`src/rtl/color_classifier_if.sv`:
```
// Signal bundle between the colour sensor / host side and color_classifier.
interface color_classifier_if;
    logic       frequency;
    logic       cal_start;
    logic [1:0] filter_out;
    logic [1:0] frequency_rate;
    logic       led;
    logic [7:0] red;
    logic [7:0] green;
    logic [7:0] blue;
    logic       frame_valid;
    logic       cal_done;
    logic       is_move;
    logic [1:0] move;

    modport master (
        output frequency, cal_start,
        input  filter_out, frequency_rate, led, red, green, blue,
        input  frame_valid, cal_done, is_move, move
    );

    modport slave (
        input  frequency, cal_start,
        output filter_out, frequency_rate, led, red, green, blue,
        output frame_valid, cal_done, is_move, move
    );
endinterface

```
`src/rtl/color_classifier.sv`:
```
// Frequency-counting colour classifier with white-balance calibration.
// Optional output debounce is enabled by defining COLOR_DEBOUNCE_EN.
module color_classifier #(
    parameter int WIN_CYCLES = 100000,
    parameter int SETTLE_CYC = 1000,
    parameter int CNT_W      = 16,
    parameter int DARK_TH    = 100,
    parameter int BRIGHT_TH  = 180,
    parameter int STABLE_N   = 3
) (
    input logic               clk,
    input logic               rst,
    color_classifier_if.slave bus
);
    localparam int DW   = CNT_W + 8;
    localparam int M1   = (WIN_CYCLES > SETTLE_CYC) ? WIN_CYCLES : SETTLE_CYC;
    localparam int TMAX = (M1 > DW) ? M1 : DW;
    localparam int TW   = $clog2(TMAX + 1);
    localparam logic [7:0] DARK   = 8'(DARK_TH);
    localparam logic [7:0] BRIGHT = 8'(BRIGHT_TH);

    typedef enum logic [2:0] {
        CAL_SETTLE, CAL_COUNT, RUN_SETTLE, RUN_COUNT, DIV, CLASSIFY
    } state_t;

    state_t                 state_q, state_d;
    logic [1:0]             ch_q, ch_d, filt_q, filt_d;
    logic [1:0]             sync_q, sync_d, mv_q, mv_d;
    logic                   prev_q, prev_d, fv_q, fv_d;
    logic                   done_q, done_d, ism_q, ism_d;
    logic [TW-1:0]          tmr_q, tmr_d, lim;
    logic [CNT_W-1:0]       cnt_q, cnt_d, cnt_inc, rem_q, rem_d, wref;
    logic [2:0][CNT_W-1:0]  white_q, white_d;
    logic [DW-1:0]          dvd_q, dvd_d, quo;
    logic [2:0][7:0]        val_q, val_d;
    logic [7:0]             red_q, red_d, grn_q, grn_d, blu_q, blu_d, quo_sat;
    logic [CNT_W:0]         trial;
    logic                   ge, tlast, cand_ok;
    logic [2:0]             cand;

`ifdef COLOR_DEBOUNCE_EN
    localparam int AW = $clog2(STABLE_N + 1);
    localparam logic [AW-1:0] NEED = AW'(STABLE_N);
    logic [2:0]    dcand_q, dcand_d;
    logic [AW-1:0] agree_q, agree_d, agree_n;
`endif

    // Datapath: edge counter, one restoring-divider step, phase timer limit.
    always_comb begin
        wref = white_q[0];
        for (int i = 1; i < 3; i++)
            if (ch_q == 2'(i)) wref = white_q[i];
        cnt_inc = cnt_q;
        if (sync_q[1] && !prev_q && cnt_q != '1)
            cnt_inc = cnt_q + CNT_W'(1);
        trial   = {rem_q, dvd_q[DW-1]};
        ge      = trial >= {1'b0, wref};
        quo     = {dvd_q[DW-2:0], ge};
        quo_sat = (|quo[DW-1:8]) ? 8'hff : quo[7:0];
        case (state_q)
            CAL_SETTLE, RUN_SETTLE: lim = TW'(SETTLE_CYC - 1);
            CAL_COUNT, RUN_COUNT:   lim = TW'(WIN_CYCLES - 1);
            default:                lim = TW'(DW - 1);
        endcase
        tlast = tmr_q == lim;
    end

    // Candidate encoded as {is_move, move}; cand_ok low on a tie.
    always_comb begin
        cand_ok = 1'b1;
        cand    = 3'b000;
        if (val_q[0] < DARK && val_q[1] < DARK && val_q[2] < DARK)
            cand = 3'b111;
        else if (val_q[0] > BRIGHT && val_q[1] > BRIGHT && val_q[2] > BRIGHT)
            cand = 3'b000;
        else if (val_q[0] > val_q[1] && val_q[0] > val_q[2])
            cand = 3'b100;
        else if (val_q[1] > val_q[0] && val_q[1] > val_q[2])
            cand = 3'b101;
        else if (val_q[2] > val_q[0] && val_q[2] > val_q[1])
            cand = 3'b110;
        else
            cand_ok = 1'b0;
    end

    always_comb begin
        state_d = state_q;
        ch_d    = ch_q;
        tmr_d   = tmr_q;
        cnt_d   = cnt_q;
        white_d = white_q;
        dvd_d   = dvd_q;
        rem_d   = rem_q;
        val_d   = val_q;
        red_d   = red_q;
        grn_d   = grn_q;
        blu_d   = blu_q;
        mv_d    = mv_q;
        ism_d   = ism_q;
        done_d  = done_q;
        fv_d    = 1'b0;
        sync_d  = {sync_q[0], bus.frequency};
        prev_d  = sync_q[1];
`ifdef COLOR_DEBOUNCE_EN
        dcand_d = dcand_q;
        agree_d = agree_q;
        agree_n = agree_q;
`endif
        if (bus.cal_start) begin
            state_d = CAL_SETTLE;
            ch_d    = 2'd0;
            tmr_d   = '0;
            cnt_d   = '0;
            done_d  = 1'b0;
        end else begin
            tmr_d = tlast ? '0 : tmr_q + TW'(1);
            unique case (state_q)
                CAL_SETTLE, RUN_SETTLE: begin
                    cnt_d = '0;
                    if (tlast)
                        state_d = (state_q == CAL_SETTLE) ? CAL_COUNT : RUN_COUNT;
                end
                CAL_COUNT: begin
                    cnt_d = cnt_inc;
                    if (tlast) begin
                        cnt_d = '0;
                        for (int i = 0; i < 3; i++)
                            if (ch_q == 2'(i))
                                white_d[i] = (cnt_inc == '0) ? CNT_W'(1) : cnt_inc;
                        if (ch_q == 2'd2) begin
                            ch_d    = 2'd0;
                            done_d  = 1'b1;
                            state_d = RUN_SETTLE;
                        end else begin
                            ch_d    = ch_q + 2'd1;
                            state_d = CAL_SETTLE;
                        end
                    end
                end
                RUN_COUNT: begin
                    cnt_d = cnt_inc;
                    if (tlast) begin
                        cnt_d   = '0;
                        dvd_d   = {cnt_inc, 8'd0};
                        rem_d   = '0;
                        state_d = DIV;
                    end
                end
                DIV: begin
                    dvd_d = quo;
                    rem_d = ge ? trial[CNT_W-1:0] - wref : trial[CNT_W-1:0];
                    if (tlast) begin
                        for (int i = 0; i < 3; i++)
                            if (ch_q == 2'(i)) val_d[i] = quo_sat;
                        if (ch_q == 2'd2) begin
                            state_d = CLASSIFY;
                        end else begin
                            ch_d    = ch_q + 2'd1;
                            state_d = RUN_SETTLE;
                        end
                    end
                end
                CLASSIFY: begin
                    tmr_d   = '0;
                    red_d   = val_q[0];
                    grn_d   = val_q[1];
                    blu_d   = val_q[2];
                    fv_d    = 1'b1;
                    ch_d    = 2'd0;
                    state_d = RUN_SETTLE;
`ifdef COLOR_DEBOUNCE_EN
                    if (!cand_ok) begin
                        agree_d = '0;
                    end else begin
                        if (agree_q != '0 && cand == dcand_q)
                            agree_n = (agree_q >= NEED) ? agree_q : agree_q + AW'(1);
                        else
                            agree_n = AW'(1);
                        dcand_d = cand;
                        agree_d = agree_n;
                        if (agree_n >= NEED) {ism_d, mv_d} = cand;
                    end
`else
                    if (cand_ok) {ism_d, mv_d} = cand;
`endif
                end
                default: begin
                    state_d = CAL_SETTLE;
                    ch_d    = 2'd0;
                    tmr_d   = '0;
                end
            endcase
        end
        unique case (ch_d)
            2'd1:    filt_d = 2'b11;
            2'd2:    filt_d = 2'b01;
            default: filt_d = 2'b00;
        endcase
    end

    always_ff @(posedge clk or posedge rst) begin
        if (rst) begin
            state_q <= CAL_SETTLE;
            ch_q    <= 2'd0;
            filt_q  <= 2'b00;
            sync_q  <= 2'b00;
            prev_q  <= 1'b0;
            tmr_q   <= '0;
            cnt_q   <= '0;
            white_q <= {3{CNT_W'(1)}};
            dvd_q   <= '0;
            rem_q   <= '0;
            val_q   <= '0;
            red_q   <= 8'd0;
            grn_q   <= 8'd0;
            blu_q   <= 8'd0;
            mv_q    <= 2'b00;
            ism_q   <= 1'b0;
            done_q  <= 1'b0;
            fv_q    <= 1'b0;
`ifdef COLOR_DEBOUNCE_EN
            dcand_q <= 3'b000;
            agree_q <= '0;
`endif
        end else begin
            state_q <= state_d;
            ch_q    <= ch_d;
            filt_q  <= filt_d;
            sync_q  <= sync_d;
            prev_q  <= prev_d;
            tmr_q   <= tmr_d;
            cnt_q   <= cnt_d;
            white_q <= white_d;
            dvd_q   <= dvd_d;
            rem_q   <= rem_d;
            val_q   <= val_d;
            red_q   <= red_d;
            grn_q   <= grn_d;
            blu_q   <= blu_d;
            mv_q    <= mv_d;
            ism_q   <= ism_d;
            done_q  <= done_d;
            fv_q    <= fv_d;
`ifdef COLOR_DEBOUNCE_EN
            dcand_q <= dcand_d;
            agree_q <= agree_d;
`endif
        end
    end

    assign bus.filter_out     = filt_q;
    assign bus.frequency_rate = 2'b01;
    assign bus.led            = 1'b1;
    assign bus.red            = red_q;
    assign bus.green          = grn_q;
    assign bus.blue           = blu_q;
    assign bus.frame_valid    = fv_q;
    assign bus.cal_done       = done_q;
    assign bus.is_move        = ism_q;
    assign bus.move           = mv_q;
endmodule

```
`src/flat_wrapper.sv`:
```
// flat-port wrapper written by rule: the top's interface ports become plain ports
module color_classifier_flat 
#(
    parameter int WIN_CYCLES = 100000,
    parameter int SETTLE_CYC = 1000,
    parameter int CNT_W      = 16,
    parameter int DARK_TH    = 100,
    parameter int BRIGHT_TH  = 180,
    parameter int STABLE_N   = 3
)
  (clk, rst, bus_frequency, bus_cal_start, bus_filter_out, bus_frequency_rate, bus_led, bus_red, bus_green, bus_blue, bus_frame_valid, bus_cal_done, bus_is_move, bus_move);
  color_classifier_if bus_i ();
  input logic clk;
  input logic rst;
  input wire logic [$bits(bus_i.frequency)-1:0] bus_frequency;
  input wire logic [$bits(bus_i.cal_start)-1:0] bus_cal_start;
  output wire logic [$bits(bus_i.filter_out)-1:0] bus_filter_out;
  output wire logic [$bits(bus_i.frequency_rate)-1:0] bus_frequency_rate;
  output wire logic [$bits(bus_i.led)-1:0] bus_led;
  output wire logic [$bits(bus_i.red)-1:0] bus_red;
  output wire logic [$bits(bus_i.green)-1:0] bus_green;
  output wire logic [$bits(bus_i.blue)-1:0] bus_blue;
  output wire logic [$bits(bus_i.frame_valid)-1:0] bus_frame_valid;
  output wire logic [$bits(bus_i.cal_done)-1:0] bus_cal_done;
  output wire logic [$bits(bus_i.is_move)-1:0] bus_is_move;
  output wire logic [$bits(bus_i.move)-1:0] bus_move;
  assign bus_i.frequency = bus_frequency;
  assign bus_i.cal_start = bus_cal_start;
  assign bus_filter_out = bus_i.filter_out;
  assign bus_frequency_rate = bus_i.frequency_rate;
  assign bus_led = bus_i.led;
  assign bus_red = bus_i.red;
  assign bus_green = bus_i.green;
  assign bus_blue = bus_i.blue;
  assign bus_frame_valid = bus_i.frame_valid;
  assign bus_cal_done = bus_i.cal_done;
  assign bus_is_move = bus_i.is_move;
  assign bus_move = bus_i.move;
  color_classifier #(.WIN_CYCLES(WIN_CYCLES), .SETTLE_CYC(SETTLE_CYC), .CNT_W(CNT_W), .DARK_TH(DARK_TH), .BRIGHT_TH(BRIGHT_TH), .STABLE_N(STABLE_N)) u_core (.clk(clk), .rst(rst), .bus(bus_i));
endmodule
```
`config.mk`:
```
export PLATFORM = sky130hd
export DESIGN_NAME = color_classifier_flat
export DESIGN_NICKNAME = d
export VERILOG_FILES = /design/src/rtl/color_classifier_if.sv /design/src/rtl/color_classifier.sv /design/src/flat_wrapper.sv
export SDC_FILE = /design/constraint.sdc
export NUM_CORES = 1
export LEC_CHECK = 0
export BUFFER_PORTS_ARGS = -buffer_cell sky130_fd_sc_hd__clkbuf_2
export CAP_MARGIN = 10
export CORE_MARGIN = 2
export CORE_UTILIZATION = 40
export DETAILED_ROUTE_END_ITERATION = 7
export PLACE_DENSITY = 0.56
export SLEW_MARGIN = 10
export SYNTH_ARGS = -nofsm -noshare
export SYNTH_HDL_FRONTEND = slang
export SYNTH_SLANG_ARGS = --single-unit
```
`constraint.sdc`:
```
create_clock -name clk -period 13.7 [get_ports clk]
set_input_delay 2.055 -clock clk [delete_from_list [all_inputs] [get_ports clk]]
set_output_delay 2.055 -clock clk [all_outputs]
set_load 0.05 [all_outputs]
```
==> results of run 1 <==
==> state kept, by name, summed over array words and instances, names as in the netlist <==
name / flops
u_core.bus.cal_done: 1
u_core.dvd_q: 24
u_core.bus.green: 8
u_core.rem_q: 16
u_core.bus.red: 8
u_core.bus.move: 2
u_core.white_q: 48
u_core.bus.is_move: 1
u_core.bus.blue: 8
u_core.sync_q: 2
u_core.bus.frame_valid: 1
u_core.state_q: 3
u_core.prev_q: 1
u_core.tmr_q: 17
u_core.bus.filter_out: 2
u_core.val_q: 24
u_core.ch_q: 2
u_core.cnt_q: 16
==> kinds of logic after synthesis <==
| family | Yosys count | share of synthesized area [%] |
|---|---|---|
| xor+xnor | 40 | 3.683 |
| buf+inv | 88 | 3.554 |
| flops | 184 | 47.42 |
| other cells | 2 | 0.07729 |
| compound gates | 288 | 17.51 |
| simple gates | 384 | 17.94 |
| mux | 35 | 3.683 |
| fa+ha+maj | 47 | 6.129 |
==> where the power goes <==
| group | internal (uW) | total, uW | switching [uW] |
|---|---|---|---|
| Combinational | 27.2 | 76.6 | 49.4 |
| Sequential | 551 | 558 | 7.02 |
| Clock | 243 | 470 | 226 |
| Total | 822 | 1100 | 283 |
==> final timing paths <==
| path | startpoint | to | cells past startpoint |
|---|---|---|---|
| setup / recovery | u_core.ch_q[1] | u_core.rem_q[15] | 16 |
| hold / removal | u_core.sync_q[0] | u_core.sync_q[1] | 0 |
| setup reg to reg | u_core.ch_q[1] | u_core.rem_q[15] | 16 |
| hold reg to reg | u_core.sync_q[0] | u_core.sync_q[1] | 0 |
| max in group asynchronous | rst | u_core.rem_q[4] | 3 |
| min in group asynchronous | rst | u_core.tmr_q[6] | 2 |
==> cell type report <==
| class | count | area [um2] | share of cell area (%) |
|---|---|---|---|
| clock inverters | 12 | 111.4 | 1.037 |
| repair buffers | 44 | 245.2 | 2.284 |
| flip-flops and latches | 184 | 4608 | 42.91 |
| inverters | 37 | 146.4 | 1.363 |
| well taps | 324 | 405.4 | 3.775 |
| multi-input cells | 797 | 4776 | 44.47 |
| clock buffers | 20 | 446.7 | 4.159 |
==> layout by cell type, fill, tap and decap left out, types with 8 or more instances in the layout <==
cell type,netlist,final
clkbuf_2,0,34
ha_1,46,46
clkbuf_16,0,17
inv_1,37,36
mux2i_1,29,29
nand2_1,177,177
nor2_1,93,92
a21oi_1,57,57
a21o_1,13,13
xor2_1,24,24
a22o_1,13,13
o21ai_0,145,145
nor2b_1,13,13
nand2b_1,10,10
buf_4,3,10
nand3_1,23,23
xnor2_1,15,15
o21ai_1,8,8
nand4_1,15,15
and3_1,13,13
dfrtp_1,181,181
==> metal layers <==
metal	wire [um]	part of all wire [%]
met1	11170	51
met2	9827	45
met3	611	2.8
met4	206	0.94
met5	0	0
==> stage by stage <==
| stage | power [uW] | instance area, um2 | worst slack, ns | std cells | util, % |
|---|---|---|---|---|---|
| after floorplan | 627.7 | 9721 | 6.650 | 1069 | - |
| after global placement | 645.4 | 10170 | 9.207 | 1385 | 42.20 |
| after detailed placement | 645.9 | 10170 | 9.216 | 1385 | 42.20 |
| after CTS | 1119 | 10730 | 9.661 | 1417 | 44.52 |
| after global routing | 1153 | 10740 | 9.404 | 1418 | 44.55 |
| final | 1104 | 10740 | 9.730 | 1418 | 44.55 |
==> worst max-delay path, cell delays in order, from the launching register on <==
cell and delay (ns):
dfrtp_1 0.40, inv_1 0.10, ha_1 0.15, buf_4 0.30
mux2i_1 0.12, o21ai_0 0.43, inv_1 0.09, ha_1 0.30
nor2b_1 0.11, o21ai_0 0.09, nor2b_1 0.17, a21o_1 0.19
a31oi_2 0.44, buf_4 0.29, nand2_1 0.25, a221oi_1 0.28
a31o_2 0.18
==> results.toml, run 1 <==
[clock_tree]
worstSkewPairLatency_ns = 0.44
cts_sinks = 184
root_buffer = "clkbuf_16"
htree_levels = 4
clk_path_buf_depth = 2
hold_buffers = 0
numCtsBuffers = 17
ctsResizeCount = 0
cts_setup_buffers = 0
cts_tree = "built"
clk_pin_slew_ns = 0.07

[die]
die_area_mm2 = 0.02556
die_h_um = 159.9
die_x_um = 159.9
rows = 57
initial_core_util_pct = 40.31
core_mm2 = 0.02411
io_pins = 38

[layout]
nets = 1132
fillers = 2413
drive_above_1_share_pct = 9.049
syn2layout_area_growth_pct = 10.52
antenna-diode-count = 0

[synth]
syn_area_mm2 = 0.009717
async_flop_share_pct = 100.0
synth_top_area_share_pct = 46.61
syn_inst = 1068
synth_common_cells = "dfrtp_1 (181), nand2_1 (177), o21ai_0 (145), nor2_1 (93), a21oi_1 (57)"
synth_most_common_cell = "dfrtp_1"
yosysWarningCount = 0
synth_area_per_cell_um2 = 9.098
synth_area_leader_cell = "dfrtp_1"
synth_ff_type = "dfrtp_1"
synth_cell_types = 71
synthTopCellsByArea = "dfrtp_1 (47%), o21ai_0 (7.5%), nand2_1 (6.8%), ha_1 (5.9%), nor2_1 (3.6%)"
yosys_register_bits = 184
synth_edf_count = 0
yosysSeqAreaShare_pct = 47.42

[drt]
wl_per_cell_um = 15.38
via_per_inst = 5.129
route.detailed.drc = 0
drt-initial-drc-count = 564
dr.pass1.iters = 5
finalWirelength_um = 21810
vias = 7273
antenna_left = 0

[grt]
grt_max_degree = 110
overflow = 0
top_usage_layer = "met2"
grt_pass1_wl_um = 37420
grtUsageMet3_pct = 3.091
grt.total_usage_pct = 17.99
antenna_found_initial = 0
grt_pass1_vias = 7046
grt_use_met2_pct = 27.78
use_met1_pct = 26.44

[sta]
whs_ns = 0.3572
max_freq_mhz = 251.9
worst_pin_slew_ns = 0.9441
period_share_pct = 28.98
skew_ns = 0.01839
grt_setup_unrepaired = "false"
slew_headroom_pct = 37.06
hold_viol_final = 0
drv_slew = 0
finalSetupViolations = 0
min_period_ns = 3.970
setup_tns_ns = 0

[placement]
port_buffers = 34
dpl.hpwl_um = 15180
place_congestion = 0.8669

[worst_setup_path]
crit_path_max_fanout = 17
reg2reg_slack_ns = 9.73
cp-end-kind = "flop"
startpoint_type = "flop"
worstPathArrival_ns = 4.34
worst-setup-path-type = "flop to flop"
worstPathRequired_ns = 14.07

[min_path]
hold_path.class = "flop to flop"

[power]
p_per_area_mw_per_mm2 = 102.8
p_leak_uw = 0.004959
ir_drop_mv = 0.06620

[status]
status = "finished, final reports clean"

[job]
cap_viol_max_count = 0
(Power assumes the default switching activity.)
==> run 2, diff against run 1 <==
Settings changed: PLACE_DENSITY 0.56 to 0.58.
Clock period 13.7 ns to 3.36 ns, I/O delays scaled along.
==> run 2 against run 1 <==
  * Global-route usage increased by 0.30 points
  * Die area unchanged
  * Flip-flop and latch count unchanged
  * First-iteration DRC count decreased by 11%
  * Core utilization increased by 1.2 points
  * Cell area increased by 2.7%
  * Combinational power increased to 4.5 times the previous value
  * Clock skew decreased by 0.0043 ns
  * Sequential share of layout area decreased by 1.1 points
  * Non-clock buffer count increased by 27
  * Fmax increased by 26%
  * Via count increased by 2.3%
  * Largest cell class unchanged
==> results.toml, run 2 (synthesis gave the netlist of run 1 again) <==
[worst_setup_path]
worstPathArrival_ns = 3.47
r2r_cells = 14
worst-setup-path-type = "flop to flop"
r2r_start = "u_core.ch_q[1]"
startpoint_type = "flop"
worstSetupStartpoint = "u_core.ch_q[1]"
cp-end-kind = "flop"
crit_path_max_fanout = 17
reg2reg_slack_ns = 0.21
r2r-end = "u_core.rem_q[15]"
worstPathRequired_ns = 3.68

[die]
die_x_um = 159.9
core_mm2 = 0.02411
die_area_mm2 = 0.02556
initial_core_util_pct = 40.31
die_h_um = 159.9
rows = 57
io_pins = 38

[sta]
period_share_pct = 93.64
setup_tns_ns = 0
drv_slew = 0
finalSetupViolations = 0
slew_headroom_pct = 41.27
min_period_ns = 3.146
skew_ns = 0.01406
grt_setup_unrepaired = "false"
max_freq_mhz = 317.8
hold_viol_final = 0
worst_pin_slew_ns = 0.8791

[power]
p_leak_uw = 0.005100
ir_drop_mv = 0.2710
p_per_area_mw_per_mm2 = 412.3

[clock_tree]
cts_tree = "built"
cts_sinks = 184
clk_pin_slew_ns = 0.07
root_buffer = "clkbuf_16"
hold_buffers = 0
worstSkewPairLatency_ns = 0.43
htree_levels = 4
numCtsBuffers = 17
clk_path_buf_depth = 2

[layout]
fin_cells = 1445
drive_above_1_share_pct = 12.13
final_core_util_pct = 45.74
top_regs = "u_core.white_q: 48 flops, u_core.dvd_q: 24 flops, u_core.val_q: 24 flops"
syn2layout_area_growth_pct = 13.48
finalInstanceArea_mm2 = 0.01103
nets = 1159
mostFrequentLayoutCell = "dfrtp_1"
mostFrequentLayoutCells = "dfrtp_1 (180), nand2_1 (177), o21ai_0 (141)"
antenna-diode-count = 0
largest_reg_flops = 48
largest-register = "u_core.white_q"

[placement]
port_buffers = 34
place_congestion = 0.8226
dpl.hpwl_um = 16210
place_area_mm2 = 0.01042
dp.cells = 1412

[drt]
via_per_inst = 5.148
vias = 7439
route.detailed.drc = 0
antenna_left = 0
dr.pass1.iters = 5
finalWirelength_um = 22530
drt-initial-drc-count = 500
wl_per_cell_um = 15.59

[grt]
grt_pass1_vias = 7303
grt_max_degree = 53
overflow = 0
grt_pass1_wl_um = 38060
grt.total_usage_pct = 18.29
antenna_found_initial = 0

[min_path]
hold_path.class = "input pin to flop"
whs_path_depth = 1
min_from = "bus_frequency"
min_to = "u_core.sync_q[0]"

[status]
status = "finished, final reports clean"

[job]
cap_viol_max_count = 0
[run 2: cell types whose count changed in the layout (fill, tap and decap cells not counted), sizes merged]
| cell | change |
|---|---|
| buf | +27 |
| clkbuf | -2 |
| inv | +2 |
[run 2: metrics by stage]
step / setup WS, ns / hold WS (ns) / power, uW
2_1_floorplan: 0.007090 / 0.3312 / 2563
3_3_place_gp: 0.2079 / 0.3462 / 2648
3_5_place_dp: 0.1450 / 0.3471 / 2650
4_1_cts: 0.1063 / 0.1556 / 4583
5_1_grt: 0.008429 / 0.1498 / 4738
6_report: 0.2137 / 0.1712 / 4547
[run 2: final cells by class]
type	instances	area, um2
fill	2386	13080
multi-input combinational	797	4810
sequential	184	4609
timing repair buffer	71	501.7
clock buffer	18	429.2
tap	324	405.4
inverter	37	142.6
clock inverter	14	128.9
[run 2: worst max-delay path by stage]
stage | to | cells after the start
2_1_floorplan | u_core.rem_q[15] | 16
3_5_place_dp | u_core.rem_q[15] | 15
6_report | u_core.rem_q[15] | 14
4_1_cts | u_core.rem_q[15] | 15
3_3_place_gp | u_core.rem_q[15] | 15
5_1_grt | u_core.rem_q[15] | 14
[run 2: worst max-delay path: stages (launching register included)]
cell and delay [ns]:
dfrtp_1 0.40, inv_1 0.10, ha_1 0.21, buf_12 0.18, mux2i_1 0.21, nor2_1 0.05, a21oi_1 0.23, ha_1 0.27
and3_1 0.27, nand3_1 0.09, a21o_1 0.17, a31oi_2 0.28, nor2_2 0.11, a22o_1 0.24, a31o_2 0.21
[run 2: power breakdown]
group / switching (uW) / internal [uW]
sequential: 30.1 / 2250
clock: 946 / 980
combinational: 212 / 132
total: 1190 / 3360
[run 2: what timing repair did]
action,in CTS,in global routing
buffers inserted,0,1
endpoints found under the setup margin,0,16
resized for setup,0,14
[run 2: per-layer routing]
metal,vias up,track usage (%),routed length (um)
li1,3795,-,-
met2,105,28.69,10350
met3,15,2.649,540
met5,-,0,0
met1,3524,26.51,11390
met4,0,5.160,249
==> run 3, diff against run 2 <==
Settings changed: ABC_AREA from default to 1.
==> run 3 against run 2 <==
  * Core utilization shrank 0.11 points
  * Register-to-register slack is essentially flat
  * Cell count grew 18%
  * Clock skew is essentially flat
  * Wire length grew 16%
  * First-iteration DRC count grew 41%
  * Critical endpoint is now u_core.rem_q[14]
  * Largest power group is now the clock network
  * Clock-buffer cell count grew 1
  * Power grew 7.2%
==> results.toml, run 3 <==
[sta]
min_period_ns = 3.131
worst_pin_slew_ns = 1.075
hold_viol_final = 0
period_share_pct = 93.19
whs_ns = 0.1685
skew_ns = 0.01415
max_freq_mhz = 319.4
timing.final.ws_setup_ns = 0.2287
grt_setup_unrepaired = "false"
slew_headroom_pct = 28.36
setup_tns_ns = 0
drv_slew = 0
finalSetupViolations = 0

[synth]
yosysSeqAreaShare_pct = 45.02
synth_xor_area_share_pct = 2.653
synth_ff_type = "dfrtp_1"
yosys_register_bits = 184
yosysWarningCount = 0
synth_cell_types = 44
synth-adder-area-share_pct = 5.819
async_flop_share_pct = 100.0
syn_area_mm2 = 0.01023
syn_inst = 1333
synthTopCellsByArea = "dfrtp_1 (44%), nand2_1 (15%), o21ai_0 (6.4%), ha_1 (5.6%), inv_1 (5.0%)"
synth_top_family_by_area = "simple AND/OR/NAND/NOR gates"
synth_area_leader_cell = "dfrtp_1"
synth_common_cells = "nand2_1 (406), dfrtp_1 (181), inv_1 (137), o21ai_0 (130), nor2_1 (113)"
synth_edf_count = 0
yosys.area_share.simple_pct = 25.86
synthMuxAreaShare_pct = 0
synth_compound_area_share_pct = 13.39
synth_top_area_share_pct = 44.25
synth_most_common_cell = "nand2_1"
synth_area_per_cell_um2 = 7.678

[worst_setup_path]
startpoint_type = "flop"
cp-end-kind = "flop"
worst-setup-path-type = "flop to flop"
cp_cell_sequence = "inv_1 > ha_1 > buf_4 > or2_2 > o211ai_1 > and2_1 > inv_1 > fa_1 > o21ai_0 > a21boi_0 > o21ai_0 > xor2_1 > nand2_1 > nand3_1 > nand2_1"
critical_path.max_stage_delay_ns = 0.42
crit_path_max_fanout = 17
worstPathRequired_ns = 3.67
worstPathArrival_ns = 3.44
slowest_stage = "fa_1"

[layout]
antenna-diode-count = 0
top_regs = "u_core.white_q: 48 flops, u_core.dvd_q: 24 flops, u_core.val_q: 24 flops"
nets = 1418
largest-register = "u_core.white_q"
mostFrequentLayoutCells = "nand2_1 (406), dfrtp_1 (181), inv_1 (136)"
syn2layout_area_growth_pct = 12.29
mostFrequentLayoutCell = "nand2_1"
largest_reg_flops = 48
fin_cells = 1710
drive_above_1_share_pct = 8.406

[placement]
post-place-ws_ns = 0.2166
dpl.hpwl_um = 18710
port_buffers = 34
dp.cells = 1678
place_congestion = 0.8956

[status]
status = "finished, final reports clean"

[power]
p_per_area_mw_per_mm2 = 424.1
p_leak_uw = 0.005799
finalPower_uw = 4874
ir_drop_mv = 0.2703

[die]
die_area_mm2 = 0.02688
core_mm2 = 0.02518
io_pins = 38
initial_core_util_pct = 40.64
die_h_um = 164.0
rows = 58
die_x_um = 164.0

[grt]
overflow = 0
grt_max_degree = 185
grt_pass1_vias = 8123
grt_pass1_wl_um = 42770
grt.total_usage_pct = 20.25
antenna_found_initial = 0

[clock_tree]
clk_pin_slew_ns = 0.07
cts_tree = "built"
cts_setup_buffers = 0
worstSkewPairLatency_ns = 0.44
clk_path_buf_depth = 2
root_buffer = "clkbuf_16"
htree_levels = 4
cts_sinks = 184
numCtsBuffers = 17

[drt]
finalWirelength_um = 26040
via_per_inst = 5.091
antenna_left = 0
drt-initial-drc-count = 706
vias = 8706
dr.pass1.iters = 5
wl_per_cell_um = 15.23
route.detailed.drc = 0

[min_path]
hold_path.class = "input pin to flop"

[job]
cap_viol_max_count = 0
==> run 3: cell types whose count changed after synthesis, moves of 15 or more <==
| cell | before | now |
|---|---|---|
| nand2_1 | 177 | 406 |
| nand3_1 | 23 | 59 |
| nor3_1 | 6 | 21 |
| inv_1 | 37 | 137 |
| o211ai_1 | 2 | 19 |
| o22ai_1 | 3 | 25 |
| nor2_1 | 93 | 113 |
| clkbuf_1 | 43 | 25 |
| o21ai_0 | 145 | 130 |
| a21oi_1 | 57 | 38 |
| mux2i_1 | 29 | 0 |
==> run 3: path summary, 6_finish.rpt <==
kind	cells after the start	start	slack, ns	endpoint
min in group asynchronous	3	rst	0.25	u_core.tmr_q[6]
max	15	u_core.ch_q[1]	0.23	u_core.rem_q[14]
max in group asynchronous	3	rst	2.25	u_core.rem_q[8]
max reg2reg	15	u_core.ch_q[1]	0.23	u_core.rem_q[14]
min	1	bus_frequency	0.17	u_core.sync_q[0]
min reg2reg	0	u_core.sync_q[0]	0.35	u_core.sync_q[1]
==> run 3: per-layer routing <==
| metal | global-route usage (%) | up-vias | routed length (um) |
|---|---|---|---|
| li1 | - | 4421 | - |
| met1 | 29.08 | 4088 | 12670 |
| met2 | 32.47 | 185 | 11980 |
| met3 | 3.308 | 12 | 1194 |
| met4 | 3.907 | 0 | 190 |
| met5 | 0 | - | 0 |
==> run 3: final cells by class <==
cell class	instances	area, um2
clock buffer	19	442.9
fill	2497	13690
timing repair buffer	55	352.8
multi-input combinational	966	4895
tap	330	412.9
inverter	143	540.5
sequential	184	4608
clock inverter	13	240.2
==> run 3: per-stage QoR <==
| step | utilization, % | cell area, um2 |
|---|---|---|
| 5_1_grt | 45.64 | 11490 |
| 3_3_place_gp | 42.92 | 10810 |
| 6_report | 45.64 | 11490 |
| 3_5_place_dp | 42.92 | 10810 |
| 2_1_floorplan | - | 10240 |
| 4_1_cts | 45.64 | 11490 |
==> run 3: logic make-up (layout without fill, tap and decap cells) <==
kind of cell | after synthesis | count (layout)
AOI/OAI and AO/OA | 245 | 245
xor gates and xnor gates | 31 | 31
adders and majority gates | 47 | 47
buffers and inverters | 184 | 230
DFF | 184 | 184
other | 2 | 3
and+or+nand+nor | 640 | 640
==> run 3: where the power goes <==
group	switching, uW	internal [uW]
Sequential	20.6	2240
Combinational	206	67.7
Clock	908	1430
==> run 3: worst max-delay path, delay by kind of cell, from the launching register on <==
family                   cells  cell delay, ns
AO/OA/AOI/OAI                4            0.82
XOR/XNOR                     1            0.19
adder cells (fa/ha/maj)      2            0.62
buffers and inverters        3            0.33
flip-flops                   1            0.39
AND/OR/NAND/NOR              5            0.65
==> run 3: what timing repair did <==
| action | CTS | global route |
|---|---|---|
| setup endpoints to repair | 0 | 18 |
| hold buffers | 0 | 0 |
| resized for setup | 0 | 2 |
